<file path="src/rtl/tff_dff_pkg.sv">
// rtl/tff_dff_pkg.sv - mode encodings shared by the TFF-based loadable counter
package tff_dff_pkg;

  typedef logic [1:0] mode_t;

  localparam mode_t MODE_HOLD = 2'b00;
  localparam mode_t MODE_LOAD = 2'b01;
  localparam mode_t MODE_UP   = 2'b10;
  localparam mode_t MODE_DOWN = 2'b11;

endpackage

</file>
<file path="src/rtl/tff_cell.sv">
// rtl/tff_cell.sv - single T flip-flop with synchronous reset to a per-bit value
module tff_cell (
  input  logic clk,
  input  logic rst,
  input  logic rst_val,
  input  logic t,
  output logic q
);

  // Toggle on t, reset wins over any pending toggle.
  always_ff @(posedge clk) begin
    if (rst) begin
      q <= rst_val;
    end else begin
      q <= q ^ t;
    end
  end

endmodule

</file>
<file path="src/rtl/tff_dff_counter_reg.sv">
// rtl/tff_dff_counter_reg.sv - loadable up/down counter built only from T flip-flop cells
module tff_dff_counter_reg
  import tff_dff_pkg::*;
#(
  parameter int               WIDTH     = 4,
  parameter logic [WIDTH-1:0] RESET_VAL = '0
) (
  input  logic             clk,
  input  logic             rst,
  input  logic             en,
  input  mode_t            mode,
  input  logic [WIDTH-1:0] d,
  output logic [WIDTH-1:0] q,
  output logic             wrap
);

  logic [WIDTH-1:0] t;
  logic [WIDTH-1:0] up_mask;
  logic [WIDTH-1:0] down_mask;

  // Bit i toggles when every lower bit is 1 (up) or 0 (down); bit 0 always toggles.
  assign up_mask[0]   = 1'b1;
  assign down_mask[0] = 1'b1;

  for (genvar i = 1; i < WIDTH; i++) begin : g_mask
    assign up_mask[i]   = &q[i-1:0];
    assign down_mask[i] = ~|q[i-1:0];
  end

  // Select the toggle vector; a D-style load toggles exactly the bits that differ.
  always_comb begin
    t = '0;
    if (en) begin
      case (mode)
        MODE_LOAD: t = d ^ q;
        MODE_UP:   t = up_mask;
        MODE_DOWN: t = down_mask;
        default:   t = '0;
      endcase
    end
  end

  for (genvar i = 0; i < WIDTH; i++) begin : g_cell
    tff_cell u_cell (
      .clk     (clk),
      .rst     (rst),
      .rst_val (RESET_VAL[i]),
      .t       (t[i]),
      .q       (q[i])
    );
  end

  // Flag the edge on which the counter rolls over in either direction.
  always_ff @(posedge clk) begin
    if (rst) begin
      wrap <= 1'b0;
    end else begin
      wrap <= en && (((mode == MODE_UP) && (&q)) || ((mode == MODE_DOWN) && (~|q)));
    end
  end

endmodule
</file>
<file path="config.mk">
export PLATFORM = sky130hd
export DESIGN_NAME = tff_dff_counter_reg
export DESIGN_NICKNAME = d
export VERILOG_FILES = /design/src/rtl/tff_dff_pkg.sv /design/src/rtl/tff_cell.sv /design/src/rtl/tff_dff_counter_reg.sv
export SDC_FILE = /design/constraint.sdc
export NUM_CORES = 1
export LEC_CHECK = 0
export BUFFER_PORTS_ARGS = -buffer_cell sky130_fd_sc_hd__buf_2
export CORE_AREA = 2 2 39 41
export CTS_CLUSTER_SIZE = 24
export DETAILED_ROUTE_END_ITERATION = 16
export DIE_AREA = 0 0 41 43
export PLACE_DENSITY_LB_ADDON = 0.08
export SLEW_MARGIN = 20
export SYNTH_ARGS = -nofsm -noshare
export SYNTH_HDL_FRONTEND = slang
export SYNTH_HIERARCHICAL = 1
export SYNTH_SLANG_ARGS = --single-unit
</file>
<file path="constraint.sdc">
create_clock -name clk -period 3.4 [get_ports clk]
set_clock_uncertainty 0.1 [all_clocks]
set_input_delay 0 -clock clk [delete_from_list [all_inputs] [get_ports clk]]
set_output_delay 0 -clock clk [all_outputs]
set_load 0.1 [all_outputs]
</file>
==> results of run 1 <==
==> cell usage after synthesis <==
library cell	n	area, µm²
a31oi_1	1	6.26
xor2_1	5	43.8
a21oi_1	1	5.00
nand4b_1	1	8.76
nor3_2	1	10.0
nand2_1	6	22.5
inv_1	1	3.75
dfxtp_1	5	100
nor2b_1	1	6.26
nor2_1	3	11.3
and4b_1	1	10.0
nor4b_2	1	15.0
conb_1	1	3.75
mux2i_1	1	10.0
nand4bb_1	1	11.3
nand3_1	1	5.00
xnor2_1	4	35.0
o21ai_1	5	25.0
a22oi_1	1	7.51
==> stage by stage <==
step	worst slack (ns)	instance area [µm²]	instances	utilization, %
after floorplan	1.40	352	44	-
after global placement	2.00	437	73	31.6
after detailed placement	2.01	437	73	31.6
after CTS	1.75	483	79	34.9
after global routing	1.61	483	79	34.9
final	1.74	483	79	34.9
==> path summary, 6_finish.rpt <==
check                     start            endpoint  slack (ns)
max          g_cell[1].u_cell/q                wrap        1.74
min reg2reg  g_cell[3].u_cell/q  g_cell[3].u_cell/q        0.51
max reg2reg  g_cell[1].u_cell/q                wrap        1.74
min                          en  g_cell[3].u_cell/q        0.16
==> flip-flops by register name (all words and copies together) (netlist names) <==
name             count
g_cell.u_cell/q      4
wrap                 1
==> area by class of cell <==
class                           instances  area [µm²]  area share [%]
Multi-Input combinational cell         38         248            51.3
Sequential cell                         5         100            20.7
Timing Repair Buffer                   15        85.1            17.6
Clock buffer                            4        26.3            5.44
Tap cell                               16        20.0            4.15
Inverter                                1        3.75           0.777
==> metal layers <==
layer,routed length (µm),vias up,share of wire [%],GRT usage (%)
li1,-,181,-,-
met1,357,140,48,14.2
met2,336,7,45,13.8
met3,46,0,6.2,3.14
met4,0,0,0,8.00
met5,0,-,0,0
==> repair_timing <==
action / CTS / global route
resized for setup: 0 / 0
hold buffers: 2 / 0
hold endpoints to repair: 5 / 0
==> worst max-delay path, stage by stage, from the launching register on <==
cell	delay (ns)
dfxtp_1	0.38
nor4b_2	0.33
mux2i_1	0.12
nor3_2	0.11
dlygate4sd3_1	0.56
==> kinds of logic after synthesis <==
kind of cell | after synthesis | synth area share [%]
compound gates | 8 | 12.9
xor+xnor | 9 | 23.2
buf+inv | 1 | 1.10
flops | 5 | 29.4
mux | 1 | 2.94
other cells | 1 | 1.10
simple gates | 16 | 29.4
==> where the power goes <==
part           internal (W)  switching (W)
Clock             0.0000443      0.0000239
Combinational     0.0000294      0.0000735
Sequential        0.0000661      0.0000135
Total              0.000140       0.000111
==> flow_summary.toml, run 1 <==
[timing]
slew_violations = 0
rsz0062_at_grt = "no"
setup_viol = 0
post-route-period-util_pct = 48.7
hold_viol_final = 0
setup_tns_ns = 0
period_minus_slack_ns = 1.66
hold_slack_ns = 0.160
clock.fmax_mhz = 604

[finish]
final_nets = 73
fillerInstances = 161
area_growth_pct = 41.9
layout_commonest_cell = "buf_2"
drive_above_1_share_pct = 28.6
n_antenna_cell = 0
final_cell_mix = "13 x buf_2, 6 x nand2_1, 5 x xor2_1, 5 x o21ai_1, 5 x dfxtp_1"

[global_route]
grt_max_degree = 10
antenna_found_initial = 0
grt.total_usage_pct = 10.7
grt_pass1_vias = 310
grt_pass1_wl_um = 1240
globalRoute.totalOverflow = 0

[synthesis]
synth-seq-area-share_pct = 29.4
synth_warnings = 6
synth_area_per_cell_um2 = 8.30
syn_inst = 41
ys_seq_elements = 5
yosys.cell_types.count = 19
syn_area_um2 = 340

[floorplanning]
fp.dieArea_um2 = 1760
start_util_pct = 24.6
die_y_um = 43
die_w_um = 41
placementRows = 14
coreArea_um2 = 1380
io_pins = 14

[cts]
clock_sinks = 5
root_buffer = "clkbuf_4"
ctsHtreeMaxLevel = 1
insertion_delay_ns = 0.24
path_clk_slew_ns = 0.04
cts_tree = "done"
clockBufferDepth = 2
cts_buffers = 3
cts_setup_buffers = 0

[routing]
first_iter_violations = 5
wire_per_inst_um = 9.37
drt-total-wl_um = 740
dr.pass1.iters = 4
route.detailed.drc = 0
ant_nets = 0
vias = 328
viasPerCell = 4.15

[setup_path]
worstPathRequired_ns = 3.48
cp_max_fo = 7
end_kind = "register"
worstPathArrival_ns = 1.74
reg2reg_depth = 4
cp-start-kind = "register"
crit_type = "register to register"

[pwr]
power_density_nw_per_um2 = 519
vdd_drop_max_uv = 165
total_power_w = 0.000251
leakage_nw = 0.218

[worst_hold_path]
min_path_cells = 5
hp-class = "input pin to register"

[placed_design]
dp_hpwl_um = 556
gp_congestion = 0.590
io_buffers = 13

[status]
status = "finished, final reports clean"

[flow_run]
max_cap_violations = 0
(Power assumes the default switching activity.)
==> run 2: changes to the inputs <==
==> constraint.sdc (replaced) <==
create_clock -name clk -period 1.7 [get_ports clk]
set_clock_uncertainty 0.1 [all_clocks]
set_input_delay 0 -clock clk [delete_from_list [all_inputs] [get_ports clk]]
set_output_delay 0 -clock clk [all_outputs]
set_load 0.1 [all_outputs]
==> flow_summary.toml, run 2 (synthesis results as in run 1) <==
[status]
status = "finished, final reports clean"

[cts]
cts_tree = "done"
clockBufferDepth = 2
ctsHtreeMaxLevel = 1
root_buffer = "clkbuf_4"
path_clk_slew_ns = 0.05
cts_buffers = 3
clock_sinks = 5
insertion_delay_ns = 0.24

[floorplanning]
io_pins = 14
coreArea_um2 = 1380
die_y_um = 43
start_util_pct = 24.6
die_w_um = 41
placementRows = 14
fp.dieArea_um2 = 1760

[timing]
hold_viol_final = 0
clock.fmax_mhz = 619
post-route-period-util_pct = 95.0
timing.final.ws_setup_ns = 0.0854
period_minus_slack_ns = 1.61
slew_violations = 0
setup_viol = 0
setup_tns_ns = 0

[pwr]
total_power_w = 0.000514
power_density_nw_per_um2 = 1020
leakage_nw = 0.229
vdd_drop_max_uv = 590

[setup_path]
worstPathArrival_ns = 1.63
startpoint = "g_cell[0].u_cell/q"
worstPathRequired_ns = 1.72
end_kind = "register"
critPathCapture = "wrap"
cp_max_fo = 8
crit_type = "register to register"
timing.rr.start = "g_cell[0].u_cell/q"
cp-start-kind = "register"
reg2reg_slack_ns = 0.09
reg2reg_depth = 4
r2r-end = "wrap"

[global_route]
grt_pass1_vias = 291
globalRoute.totalOverflow = 0
grt.total_usage_pct = 10.2
grt_pass1_wl_um = 1170
grt_max_degree = 10
antenna_found_initial = 0

[finish]
seqCellArea_um2 = 105
multiInputGateArea_um2 = 256
area_growth_pct = 48.2
final_nets = 74
largest_reg_flops = 4
n_antenna_cell = 0
largest_registers = "g_cell.u_cell/q x4, wrap x1"
postLayoutCoreUtil_pct = 36.4
finalNonFillerCells = 80
final_cell_mix = "13 x buf_2, 6 x nand2_1, 5 x xor2_1, 5 x o21ai_1"
fillerInstances = 169
largest_register = "g_cell.u_cell/q"
layout_commonest_cell = "buf_2"
drive_above_1_share_pct = 35.9

[placed_design]
dp_hpwl_um = 566
dp.cells = 73
io_buffers = 13
gp_congestion = 0.665
pre_cts_slack_ns = 0.382

[flow_run]
max_cap_violations = 0

[routing]
vias = 349
viasPerCell = 4.36
first_iter_violations = 5
wire_per_inst_um = 9.26
drt-total-wl_um = 741
route.detailed.drc = 0
ant_nets = 0
dr.pass1.iters = 4

[worst_hold_path]
hp-class = "input pin to register"
[run 2: changes by cell type in the layout (fill, tap and decap cells not counted)]
cell,delta
dfxtp_2,+4
dfxtp_1,-4
nor4b_4,+1
nor4b_2,-1
buf_4,+1
[run 2: layout make-up]
| type | count | area share (%) |
|---|---|---|
| Timing Repair Buffer | 16 | 18.4 |
| Clock buffer | 4 | 5.21 |
| Sequential cell | 5 | 20.8 |
| Inverter | 1 | 0.744 |
| Tap cell | 16 | 3.97 |
| Multi-Input combinational cell | 38 | 50.9 |
[run 2: worst min-delay path by stage]
stage,start,to,slack (ns),cells after the start
detailed placement,rst,wrap,0.19,2
CTS,en,g_cell[3].u_cell/q,0.13,5
global route,en,g_cell[3].u_cell/q,0.17,5
global placement,rst,wrap,0.20,2
floorplan,rst,wrap,-0.03,1
finish,en,g_cell[3].u_cell/q,0.13,5
[run 2: critical path, stage by stage, from the launching register on]
cell           delay [ns]
dfxtp_2              0.37
and4b_1              0.23
mux2i_1              0.19
nor3_2               0.05
dlygate4sd3_1        0.55
[run 2: where the power goes]
group / internal (W) / switching [W]
Combinational: 0.0000635 / 0.000147
Sequential: 0.000135 / 0.0000306
Clock: 0.0000888 / 0.0000487
Total: 0.000288 / 0.000226
[run 2: routing by layer]
layer	global-route usage [%]	routed length, µm	up-vias
li1	-	-	184
met1	11.9	338	151
met2	14.4	349	14
met3	6.28	52	0
met4	4.00	0	0
met5	0	0	-
[run 2: what timing repair did]
item	CTS	global route
hold buffers	2	0
setup endpoints to repair	0	1
resized for setup	0	1
endpoints found under the hold margin	5	0
buffers inserted	0	1
[run 2: stage by stage]
stage	hold WS (ns)	cell area (µm²)
3_3_place_gp	0.200	442
2_1_floorplan	-0.0303	357
3_5_place_dp	0.193	442
5_1_grt	0.168	504
6_report	0.134	504
4_1_cts	0.132	488
==> run 3: changes to the inputs <==
--- a/config.mk
+++ b/config.mk
@@ -6,10 +6,10 @@
 export NUM_CORES = 1
 export LEC_CHECK = 0
 export BUFFER_PORTS_ARGS = -buffer_cell sky130_fd_sc_hd__buf_2
-export CORE_AREA = 2 2 39 41
+export CORE_AREA = 10 10 47 49
 export CTS_CLUSTER_SIZE = 24
 export DETAILED_ROUTE_END_ITERATION = 16
-export DIE_AREA = 0 0 41 43
+export DIE_AREA = 0 0 57 59
 export PLACE_DENSITY_LB_ADDON = 0.08
 export SLEW_MARGIN = 20
 export SYNTH_ARGS = -nofsm -noshare
==> constraint.sdc (replaced) <==
create_clock -name clk -period 1.84 [get_ports clk]
set_clock_uncertainty 0.1 [all_clocks]
set_input_delay 0 -clock clk [delete_from_list [all_inputs] [get_ports clk]]
set_output_delay 0 -clock clk [all_outputs]
set_load 0.1 [all_outputs]
==> flow_summary.toml, run 3 (synthesis results as in run 1) <==
[pwr]
p_sw_w = 0.000211
power_density_nw_per_um2 = 971
p_int_w = 0.000261
leakage_nw = 0.218
vdd_drop_max_uv = 424
swShare_pct = 44.7
combPwrFrac_pct = 40.4
total_power_w = 0.000473
pwr-share-seq_pct = 31.6
clock_power_share_pct = 28.0

[finish]
largest_register = "g_cell.u_cell/q"
n_antenna_cell = 0
largest_registers = "g_cell.u_cell/q x4, wrap x1"
drive_above_1_share_pct = 33.3
layout_commonest_cell = "buf_2"
final_nets = 73
largest_reg_flops = 4
area_growth_pct = 43.0
fillerInstances = 178
final_cell_mix = "13 x buf_2, 6 x nand2_1, 5 x xor2_1, 5 x o21ai_1"

[global_route]
antenna_found_initial = 0
grt_max_degree = 10
grt.total_usage_pct = 6.29
globalRoute.totalOverflow = 0
grt_pass1_vias = 383
grt_pass1_wl_um = 1670

[routing]
dr.pass1.iters = 2
drt-total-wl_um = 899
route.detailed.drc = 0
vias = 344
wire_per_inst_um = 11.4
first_iter_violations = 3
viasPerCell = 4.35
ant_nets = 0

[timing]
period_minus_slack_ns = 1.60
hold_slack_ns = 0.136
clock.fmax_mhz = 625
timing.final.ws_setup_ns = 0.239
post-route-period-util_pct = 87.0
rsz0062_at_grt = "no"
setup_viol = 0
setup_tns_ns = 0
slew_violations = 0
hold_viol_final = 0

[placed_design]
dp_hpwl_um = 689
gp_congestion = 0.683
io_buffers = 13
pre_cts_slack_ns = 0.518

[cts]
ctsHtreeMaxLevel = 1
root_buffer = "clkbuf_4"
cts_buffers = 3
clock_sinks = 5
cts.repair.resized = 0
cts_setup_buffers = 0
cts_hold_buf = 2
insertion_delay_ns = 0.25
cts_tree = "done"
clockBufferDepth = 2
path_clk_slew_ns = 0.05

[floorplanning]
die_w_um = 57
io_pins = 14
placementRows = 14
coreArea_um2 = 1400
die_y_um = 59
start_util_pct = 24.3
fp.dieArea_um2 = 3360

[setup_path]
worstPathArrival_ns = 1.69
critPathSlowestCell = "dlygate4sd3_1"
cp-start-kind = "register"
crit_type = "register to register"
critPathBufInv = 1
worstPathRequired_ns = 1.93
cp_top_family = "buffers and inverters"
cp_slowest_stage_delay_ns = 0.55
cp_max_fo = 7
end_kind = "register"
crit_chain = "nor4b_2 -> mux2i_1 -> nor3_2 -> dlygate4sd3_1"

[worst_hold_path]
hp-class = "input pin to register"

[flow_run]
max_cap_violations = 0

[status]
status = "finished, final reports clean"
[run 3: changes by cell type in the layout (fill, tap and decap cells not counted)]
cell     previous run  this run
dfxtp_2             4         3
dfxtp_1             1         2
buf_4               1         0
nor4b_2             0         1
nor4b_4             1         0
[run 3: final timing paths]
| path | startpoint | endpoint | slack [ns] | cells past startpoint |
|---|---|---|---|---|
| max | g_cell[1].u_cell/q | wrap | 0.24 | 4 |
| min | en | g_cell[3].u_cell/q | 0.14 | 5 |
| max reg2reg | g_cell[1].u_cell/q | wrap | 0.24 | 4 |
| min reg2reg | g_cell[2].u_cell/q | g_cell[2].u_cell/q | 0.47 | 2 |
[run 3: worst register-to-register path, stage by stage (launching register included)]
cell           delay (ns)
dfxtp_2              0.35
nor4b_2              0.30
mux2i_1              0.13
nor3_2               0.11
dlygate4sd3_1        0.55
[run 3: layout make-up]
cell class / instances / area (µm²) / share of cell area (%)
multi-input combinational: 38 / 248 / 50.9
sequential: 5 / 104 / 21.3
timing repair buffer: 15 / 85.1 / 17.5
clock buffer: 4 / 26.3 / 5.40
tap: 16 / 20.0 / 4.11
inverter: 1 / 3.75 / 0.771
[run 3: power groups by stage]
stage | logic, W | registers (W) | clock network (W)
floorplan | 0.0000588 | 0.000243 | 0
global placement | 0.000191 | 0.000152 | 0
detailed placement | 0.000190 | 0.000152 | 0
CTS | 0.000193 | 0.000150 | 0.000138
global route | 0.000206 | 0.000154 | 0.000145
finish | 0.000191 | 0.000149 | 0.000133
[run 3: metrics by stage]
step / cells / instance area (µm²) / util (%)
floorplan: 44 / 355 / -
global placement: 73 / 440 / 31.4
detailed placement: 73 / 440 / 31.4
CTS: 79 / 487 / 34.7
global route: 79 / 487 / 34.7
finish: 79 / 487 / 34.7
[run 3: routing by layer]
| layer | wire, µm | vias to the layer above | share of wire, % | global-route usage, % |
|---|---|---|---|---|
| met5 | 0 | - | 0 | 0 |
| met3 | 71 | 2 | 7.9 | 4.08 |
| met4 | 19 | 0 | 2.1 | 4.03 |
| met2 | 417 | 12 | 46 | 9.15 |
| li1 | - | 181 | - | - |
| met1 | 390 | 149 | 43 | 6.59 |
